[config.mk]
export PLATFORM = sky130hd
export DESIGN_NAME = lorenz_rk4_sequencer
export DESIGN_NICKNAME = d
export VERILOG_FILES = /design/src/rtl/lorenz_rk4_sequencer.sv
export SDC_FILE = /design/constraint.sdc
export NUM_CORES = 2
export LEC_CHECK = 0
export CAP_MARGIN = 5
export CORE_MARGIN = 3
export CORE_UTILIZATION = 62
export DETAILED_ROUTE_END_ITERATION = 8
export PLACE_DENSITY = 0.92
export SLEW_MARGIN = 5
export SYNTH_ARGS = -nofsm -noshare
export SYNTH_HDL_FRONTEND = slang
export SYNTH_SLANG_ARGS = --single-unit
[constraint.sdc]
create_clock -name clk -period 17.4 [get_ports clk]
set_input_delay 1.74 -clock clk [delete_from_list [all_inputs] [get_ports clk]]
set_output_delay 1.74 -clock clk [all_outputs]
set_load 0.1 [all_outputs]
[src/rtl/lorenz_rk4_sequencer.sv]
// RK4 step sequencer for a Lorenz integrator: drives an external derivative unit
// through four stage evaluations per step, then commits s += h/6*(k1+2k2+2k3+k4).
// Build option: define LORENZ_SAT_EN to saturate operand and state adds instead of wrapping.
module lorenz_rk4_sequencer #(
    parameter int                 H_SHIFT = 8,
    parameter logic signed [31:0] X0      = 32'sh00010000,
    parameter logic signed [31:0] Y0      = 32'sh00000000,
    parameter logic signed [31:0] Z0      = 32'sh00000000
) (
    input  logic               clk,
    input  logic               rst,
    input  logic               run,
    input  logic [15:0]        max_steps,
    input  logic               load,
    input  logic signed [31:0] init_x,
    input  logic signed [31:0] init_y,
    input  logic signed [31:0] init_z,
    output logic               deriv_req,
    output logic signed [31:0] deriv_x,
    output logic signed [31:0] deriv_y,
    output logic signed [31:0] deriv_z,
    input  logic               deriv_ack,
    input  logic signed [31:0] deriv_dx,
    input  logic signed [31:0] deriv_dy,
    input  logic signed [31:0] deriv_dz,
    output logic signed [31:0] x,
    output logic signed [31:0] y,
    output logic signed [31:0] z,
    output logic               out_valid,
    output logic               busy,
    output logic [15:0]        step_count
);

    localparam logic [3:0] ST_IDLE   = 4'd0;
    localparam logic [3:0] ST_REQ1   = 4'd1;
    localparam logic [3:0] ST_REQ2   = 4'd2;
    localparam logic [3:0] ST_REQ3   = 4'd3;
    localparam logic [3:0] ST_REQ4   = 4'd4;
    localparam logic [3:0] ST_PREP1  = 4'd5;
    localparam logic [3:0] ST_PREP2  = 4'd6;
    localparam logic [3:0] ST_PREP3  = 4'd7;
    localparam logic [3:0] ST_PREP4  = 4'd8;
    localparam logic [3:0] ST_UPDATE = 4'd9;

    logic [3:0]  state_reg;
    logic [15:0] step_count_reg;
    logic        out_valid_reg;
    logic [1:0]  stage;
    logic        can_start;
    logic        can_continue;

    logic signed [31:0] init_v [3];
    logic signed [31:0] dd_v   [3];
    logic signed [31:0] s_v    [3];
    logic signed [31:0] op_v   [3];

`ifdef LORENZ_SAT_EN
    function automatic logic signed [31:0] sat32(input logic signed [35:0] v);
        if (v > 36'sd2147483647)
            return 32'sh7FFFFFFF;
        else if (v < -36'sd2147483648)
            return 32'sh80000000;
        else
            return v[31:0];
    endfunction
`endif

    assign init_v[0] = init_x;
    assign init_v[1] = init_y;
    assign init_v[2] = init_z;
    assign dd_v[0]   = deriv_dx;
    assign dd_v[1]   = deriv_dy;
    assign dd_v[2]   = deriv_dz;

    assign x          = s_v[0];
    assign y          = s_v[1];
    assign z          = s_v[2];
    assign deriv_x    = op_v[0];
    assign deriv_y    = op_v[1];
    assign deriv_z    = op_v[2];
    assign out_valid  = out_valid_reg;
    assign step_count = step_count_reg;
    assign busy       = (state_reg != ST_IDLE);
    assign deriv_req  = (state_reg >= ST_REQ1) && (state_reg <= ST_REQ4);

    assign can_start    = (max_steps == 16'd0) || (step_count_reg < max_steps);
    assign can_continue = (max_steps == 16'd0) ||
                          (({1'b0, step_count_reg} + 17'd1) < {1'b0, max_steps});

    // Which previous slope feeds the operand currently on the request bus.
    always_comb begin
        stage = 2'd0;
        case (state_reg)
            ST_REQ2: stage = 2'd1;
            ST_REQ3: stage = 2'd2;
            ST_REQ4: stage = 2'd3;
            default: stage = 2'd0;
        endcase
    end

    always_ff @(posedge clk) begin
        if (rst) begin
            state_reg      <= ST_IDLE;
            step_count_reg <= '0;
            out_valid_reg  <= 1'b0;
        end else begin
            out_valid_reg <= 1'b0;
            case (state_reg)
                ST_IDLE: begin
                    if (load)
                        step_count_reg <= '0;
                    else if (run && can_start)
                        state_reg <= ST_REQ1;
                end
                ST_REQ1:  if (deriv_ack) state_reg <= ST_PREP1;
                ST_REQ2:  if (deriv_ack) state_reg <= ST_PREP2;
                ST_REQ3:  if (deriv_ack) state_reg <= ST_PREP3;
                ST_REQ4:  if (deriv_ack) state_reg <= ST_PREP4;
                ST_PREP1: state_reg <= ST_REQ2;
                ST_PREP2: state_reg <= ST_REQ3;
                ST_PREP3: state_reg <= ST_REQ4;
                ST_PREP4: state_reg <= ST_UPDATE;
                ST_UPDATE: begin
                    out_valid_reg  <= 1'b1;
                    step_count_reg <= step_count_reg + 16'd1;
                    state_reg      <= (run && can_continue) ? ST_REQ1 : ST_IDLE;
                end
                default: state_reg <= ST_IDLE;
            endcase
        end
    end

    genvar gi;
    generate
        for (gi = 0; gi < 3; gi++) begin : g_axis
            localparam logic signed [31:0] RST_V = (gi == 0) ? X0 : ((gi == 1) ? Y0 : Z0);

            logic signed [31:0] s_reg, k1_reg, k2_reg, k3_reg, k4_reg;
            logic signed [31:0] k_shift;
            logic signed [31:0] upd;
            logic signed [35:0] op_full;
            logic signed [34:0] sum;
            logic signed [34:0] sum_sh;
            logic signed [50:0] prod;
            logic signed [35:0] upd_full;
            logic               unused_frac;

            always_comb begin
                k_shift = '0;
                case (stage)
                    2'd1:    k_shift = k1_reg >>> (H_SHIFT + 1);
                    2'd2:    k_shift = k2_reg >>> (H_SHIFT + 1);
                    2'd3:    k_shift = k3_reg >>> H_SHIFT;
                    default: k_shift = '0;
                endcase
            end

            assign op_full = {{4{s_reg[31]}}, s_reg} + {{4{k_shift[31]}}, k_shift};

            // 10923/65536 approximates 1/6; the 51-bit product cannot overflow.
            assign sum      = {{3{k1_reg[31]}}, k1_reg} + {{2{k2_reg[31]}}, k2_reg, 1'b0}
                            + {{2{k3_reg[31]}}, k3_reg, 1'b0} + {{3{k4_reg[31]}}, k4_reg};
            assign sum_sh   = sum >>> H_SHIFT;
            assign prod     = {{16{sum_sh[34]}}, sum_sh} * 51'sd10923;
            assign upd_full = {{4{s_reg[31]}}, s_reg} + {prod[50], prod[50:16]};

`ifdef LORENZ_SAT_EN
            assign op_v[gi]    = sat32(op_full);
            assign upd         = sat32(upd_full);
            assign unused_frac = ^prod[15:0];
`else
            assign op_v[gi]    = op_full[31:0];
            assign upd         = upd_full[31:0];
            assign unused_frac = ^{prod[15:0], op_full[35:32], upd_full[35:32]};
`endif

            assign s_v[gi] = s_reg;

            always_ff @(posedge clk) begin
                if (rst) begin
                    s_reg  <= RST_V;
                    k1_reg <= '0;
                    k2_reg <= '0;
                    k3_reg <= '0;
                    k4_reg <= '0;
                end else begin
                    if ((state_reg == ST_IDLE) && load)
                        s_reg <= init_v[gi];
                    else if (state_reg == ST_UPDATE)
                        s_reg <= upd;
                    if (deriv_ack) begin
                        case (state_reg)
                            ST_REQ1: k1_reg <= dd_v[gi];
                            ST_REQ2: k2_reg <= dd_v[gi];
                            ST_REQ3: k3_reg <= dd_v[gi];
                            ST_REQ4: k4_reg <= dd_v[gi];
                            default: ;
                        endcase
                    end
                end
            end
        end
    endgenerate

endmodule

Word level (Yosys, flattened, before mapping)
Cells that the tools add are included.
- output and inout port bits: 211
- register bits: 501
- word-level logic and storage cells: 99
- $mul: 3
- add/subtract/negate cells: 17
- muxes and demuxes: 21
- reduce and logical (&&, ||, !) cells: 17
- equal/unequal tests: 19
- $lt $le $gt $ge: 4
- operator list (cell ; number):
    $pmux 32 s3 ; 3
    $mux 32 ; 6
    $mul 27x15->42 const B ; 3
    $add 34x33->35 ; 3
    $add 35x35->35 ; 3
    $add 32x33->34 ; 3
    $add 32x26->32 ; 3
    $add 32x32->32 ; 3
    $pmux 4 s10 ; 1
    $pmux 16 s2 ; 1
    $mux 4 ; 6
    $add 16x1->17 const B ; 1
    $lt 17x16->1 ; 1
    $add 16x1->16 const B ; 1
    $eq 4x3->1 const B ; 4
    $logic_not 16->1 ; 1
    $lt 16x16->1 ; 1
    $mux 16 ; 1
    $ne 2x2->1 const B ; 7
    $reduce_and 2->1 ; 5
    $eq 4x2->1 const B ; 2
    $eq 4x4->1 const B ; 2
    $pmux 2 s3 ; 1
    $reduce_and 6->1 ; 1
    11 further kinds ; 18

Depth between registers and ports, before layout
- depth in word-level cells: 7
- mapped depth: 56

Least setup slack after synthesis
Ideal clock, no wire load.
- path kind: flip-flop to flip-flop
- start: register g_axis[1].k1_reg[6]
- end: register g_axis[1].s_reg[31], in the netlist y[31]
- cell stages (with the launch flop): 51
- setup slack: 4575 ps
- required time: 17297 ps
- clock period less this slack: 12825 ps
- buffers on the path: 0
- setup time: 103 ps
- arrival time: 12721 ps
- path through: dfxtp_1 inv_1 fa_1 inv_1 fa_1 ha_1 nor4_2 o211ai_1 a31o_2 a21oi_1 a21oi_1 a21o_1 a31oi_1 o211ai_1 nand2_1 o21ai_1 o41ai_1 o21bai_1 [15 not listed] o21bai_1 a211oi_1 o31ai_1 a21oi_1 xnor2_1 ha_1 inv_1 o21ai_0 or3_1 nor3_1 o31ai_1 a21o_1 a211oi_1 o21ai_0 a21oi_1 o21ai_0 and4_4 a2111oi_2
- word-level cells in the longest chain between the ends: 7
- ends and longest elaborated chain (item ; line ; text):
    start, declared ; 138 ; logic signed [31:0] s_reg, k1_reg, k2_reg, k3_reg, k4_reg;
    start signal, assigned ; 193 ; ST_REQ1: k1_reg <= dd_v[gi];
    $add 32x33->34 ; 161 ; assign sum = {{3{k1_reg[31]}}, k1_reg} + {{2{k2_reg[31]}}, k2_reg, 1'b0}
    $add 34x33->35 ; 162 ; + {{2{k3_reg[31]}}, k3_reg, 1'b0} + {{3{k4_reg[31]}}, k4_reg};
    $add 35x35->35 ; 162 ;
    $mul 27x15->42 ; 164 ; assign prod = {{16{sum_sh[34]}}, sum_sh} * 51'sd10923;
    $add 32x26->32 ; 165 ; assign upd_full = {{4{s_reg[31]}}, s_reg} + {prod[50], prod[50:16]};
    $mux 32 ; 189 ; else if (state_reg == ST_UPDATE)
    $mux 32 ; 187 ; if ((state_reg == ST_IDLE) && load)
    end signal, assigned ; 188 ; s_reg <= init_v[gi];
    end signal, assigned ; 190 ; s_reg <= upd;
    end, declared ; 138 ;
Every way passes these cells. The select of a mux whose other input is x is not followed.
A chain may end at the register's enable or synchronous reset.

Final worst setup path
Ends and elaborated chain as after synthesis.

==> impl_metrics.tcl <==
set metrics [dict create \
    nets 8908 \
    setup_violations 0 \
    yosys-top-cells-area "fa_1 (23%), dfxtp_1 (17%), ha_1 (16%)" \
    htreeDepth 2 \
    status "completed" \
    seqPwrFrac 0.131 \
    start_kind "register" \
    area_growth_pct 12.88 \
    max_freq_mhz 72.44 \
    final-hold-violation-count 0 \
    n_fill_cell 6609 \
    start_util 0.6310 \
    crit_required_ns 17.96 \
    synthMuxAreaShare 0.01306 \
    cpMaxStageDelayCell "nor2_1" \
    drtIter0Drc 5048 \
    drt-pass1-iter-count 8 \
    num_vias 51060 \
    place_congestion 0.9826 \
    gr-usage-all-layers 0.3534 \
    cp_num_buf_inv 4 \
    ys_top_cells_by_count "inv_1 (1127), nand2_1 (1090), ha_1 (760)" \
    tritoncts "done" \
    clock_skew_ns 0.06050 \
    yosys_warnings 0 \
    dp.cells 8445 \
    wl_per_cell_um 20.50 \
    clkTransAtPathRegs_ns 0.06 \
    ir_drop_uv 210.8 \
    final_cell_count_no_fill 8568 \
    crit_family "compound AO/OA/AOI/OAI gates" \
    synthArstFlopShare 0 \
    clkPwrFrac 0.124 \
    io_pins 424 \
    cellLeakagePower_nw 32.39 \
    num_rows 111 \
    drv_cap 0 \
    synthFlopType "dfxtp_1" \
    synth_area_um2 58460 \
    crit_arrival_ns 14.37 \
    critPathCaptureType "register" \
    finalSetupTns_ns 0 \
    worst_pin_slew_ns 1.242 \
    slew_viol_final 0 \
    synthDistinctLibCells 84 \
    cpMostUsedCell "fa_1" \
    yosysSeqAreaShare 0.1716 \
    cts_sinks 501 \
    dp.final_hpwl_mm 135.3 \
    synth_top_family_by_area "adder cells" \
    grt_antenna_before_repair 20 \
    synth_seq_cells 501 \
    layout-drive-gt1-share 0.02831 \
    drc 0 \
    post_cts_resized 0 \
    pwr-share-comb 0.745 \
    syn-num-nets 8598 \
    drtAntennaViolNets 0 \
    synth_fa_ha_area_frac 0.3928 \
    synth_edf_count 0 \
    port-buffer-count 423 \
    grt_overflow 0 \
    p_sw_mw 5.783 \
    die_x_um 313.1 \
    power.density_nw_per_um2 165.4 \
    synthCells 6953 \
    wirelength_mm 175.6 \
    p_sw_frac 0.5299 \
    insertion_delay_ns 0.70 \
    grt_max_degree 104 \
    die-area_um2 98000 \
    cts_buffer_depth 3 \
    synth.most_common_cell "inv_1" \
    worstSetupPathType "register to register" \
    synth_compound_area_frac 0.1439 \
    rsz0062_at_grt "false" \
    syn_avg_cell_area_um2 8.407 \
    cts-root-buf "clkbuf_16" \
    coreArea_um2 92640 \
    viasPerCell 5.959 \
    grt_pass1_wl_mm 277.0 \
    die_h_um 313.1 \
    synthSimpleGateAreaFrac 0.1341 \
    relSlewSlack 0.1658 \
    r2r_setup_slack_ns 3.60 \
    synth.top_cell.area_share 0.2301 \
    internal_power_mw 5.130 \
    finalCritPeriodShare 0.7934 \
    cpPeakStageDelay_ns 0.91 \
    synth.largest_area_cell "fa_1" \
    cts_hold_buf 0 \
    cts_buffers 59 \
    synthXorXnorAreaFrac 0.05786 \
    post_cts_buffers 0 \
    final_util 0.7123 \
    path_max_fanout 13 \
    fin_crit_ns 13.80 \
    worstHoldPathType "register to register" \
    grt_pass1_vias 52470 \
]
## kinds of logic (layout without fill, tap and decap cells)
family,Yosys count,in the layout
buffers and inverters,1349,1709
other,0,12
AOI/OAI and AO/OA,1387,1387
xor gates and xnor gates,382,382
and+or+nand+nor,1826,1826
DFF,501,501
muxes,76,76
adders and majority gates,1432,1432
## area by class of cell
type | instances | area [um2] | area share
Multi-Input combinational cell | 5103 | 43470 | 0.6588
Sequential cell | 501 | 10030 | 0.1521
Timing Repair Buffer | 469 | 4574 | 0.06933
Inverter | 1129 | 4238 | 0.06422
Clock buffer | 86 | 1742 | 0.02640
Tap cell | 1243 | 1555 | 0.02357
Clock inverter | 25 | 341.6 | 0.005177
Antenna cell | 12 | 30.03 | 0.0004551
## stage by stage
stage / total power [mW] / setup slack (ns) / hold slack [ns] / cell area, um2
final: 10.91 / 3.596 / 0.4547 / 65980
after global routing: 11.77 / 2.726 / 0.4738 / 65970
after CTS: 10.82 / 3.705 / 0.4548 / 65950
after detailed placement: 9.374 / 3.933 / 0.4465 / 63870
after global placement: 9.054 / 4.455 / 0.4369 / 63870
after floorplan: 7.430 / 4.575 / 0.4317 / 58460
## layer usage
metal	global-route usage	vias to the layer above	part of all wire
met3	0.07273	549	0.10
li1	-	23300	-
met1	0.4492	24650	0.39
met2	0.5788	2546	0.46
met5	0	-	0.00045
met4	0.1652	10	0.047
## final timing paths
check                        from              endpoint  cells after the start
min          g_axis[2].k4_reg[20]  g_axis[2].k4_reg[20]                      2
max           g_axis[1].k1_reg[6]                 y[31]                     51
min reg2reg  g_axis[2].k4_reg[20]  g_axis[2].k4_reg[20]                      2
max reg2reg   g_axis[1].k1_reg[6]                 y[31]                     51
## layout by cell type (no fill, tap or decap), types with 36 or more instances in the layout
master and instances:
a21o_1 128, a21oi_1 654, a311oi_1 46, and2_1 36, and3_1 48, buf_4 50
clkbuf_16 62, clkdlybuf4s50_1 418, dfxtp_1 500, fa_1 672, ha_1 760, inv_1 1127
mux2i_1 74, nand2_1 1087, nand2b_1 50, nand3_1 52, nor2_1 315, nor2b_1 53
nor3_1 71, o21a_1 80, o21ai_0 224, xnor2_1 231, xor2_1 144
## power by group through the flow
stage                     Combinational [mW]  Clock (mW)  Sequential [mW]
after detailed placement                7.93           0             1.44
after global placement                  7.61           0             1.44
after floorplan                         5.66           0             1.77
after CTS                               8.04        1.37             1.42
after global routing                    8.93        1.41             1.43
final                                   8.13        1.36             1.43
## worst register-to-register path: cells and delay by family, from the launching register on
family | cells | cell delay (ns)
AO/OA/AOI/OAI | 29 | 6.41
XOR/XNOR | 2 | 0.36
adder cells (fa/ha/maj) | 10 | 4.29
buffers and inverters | 4 | 0.20
flip-flops | 1 | 0.34
AND/OR/NAND/NOR | 6 | 2.05
Note: power is estimated with default switching activity, not from simulation.
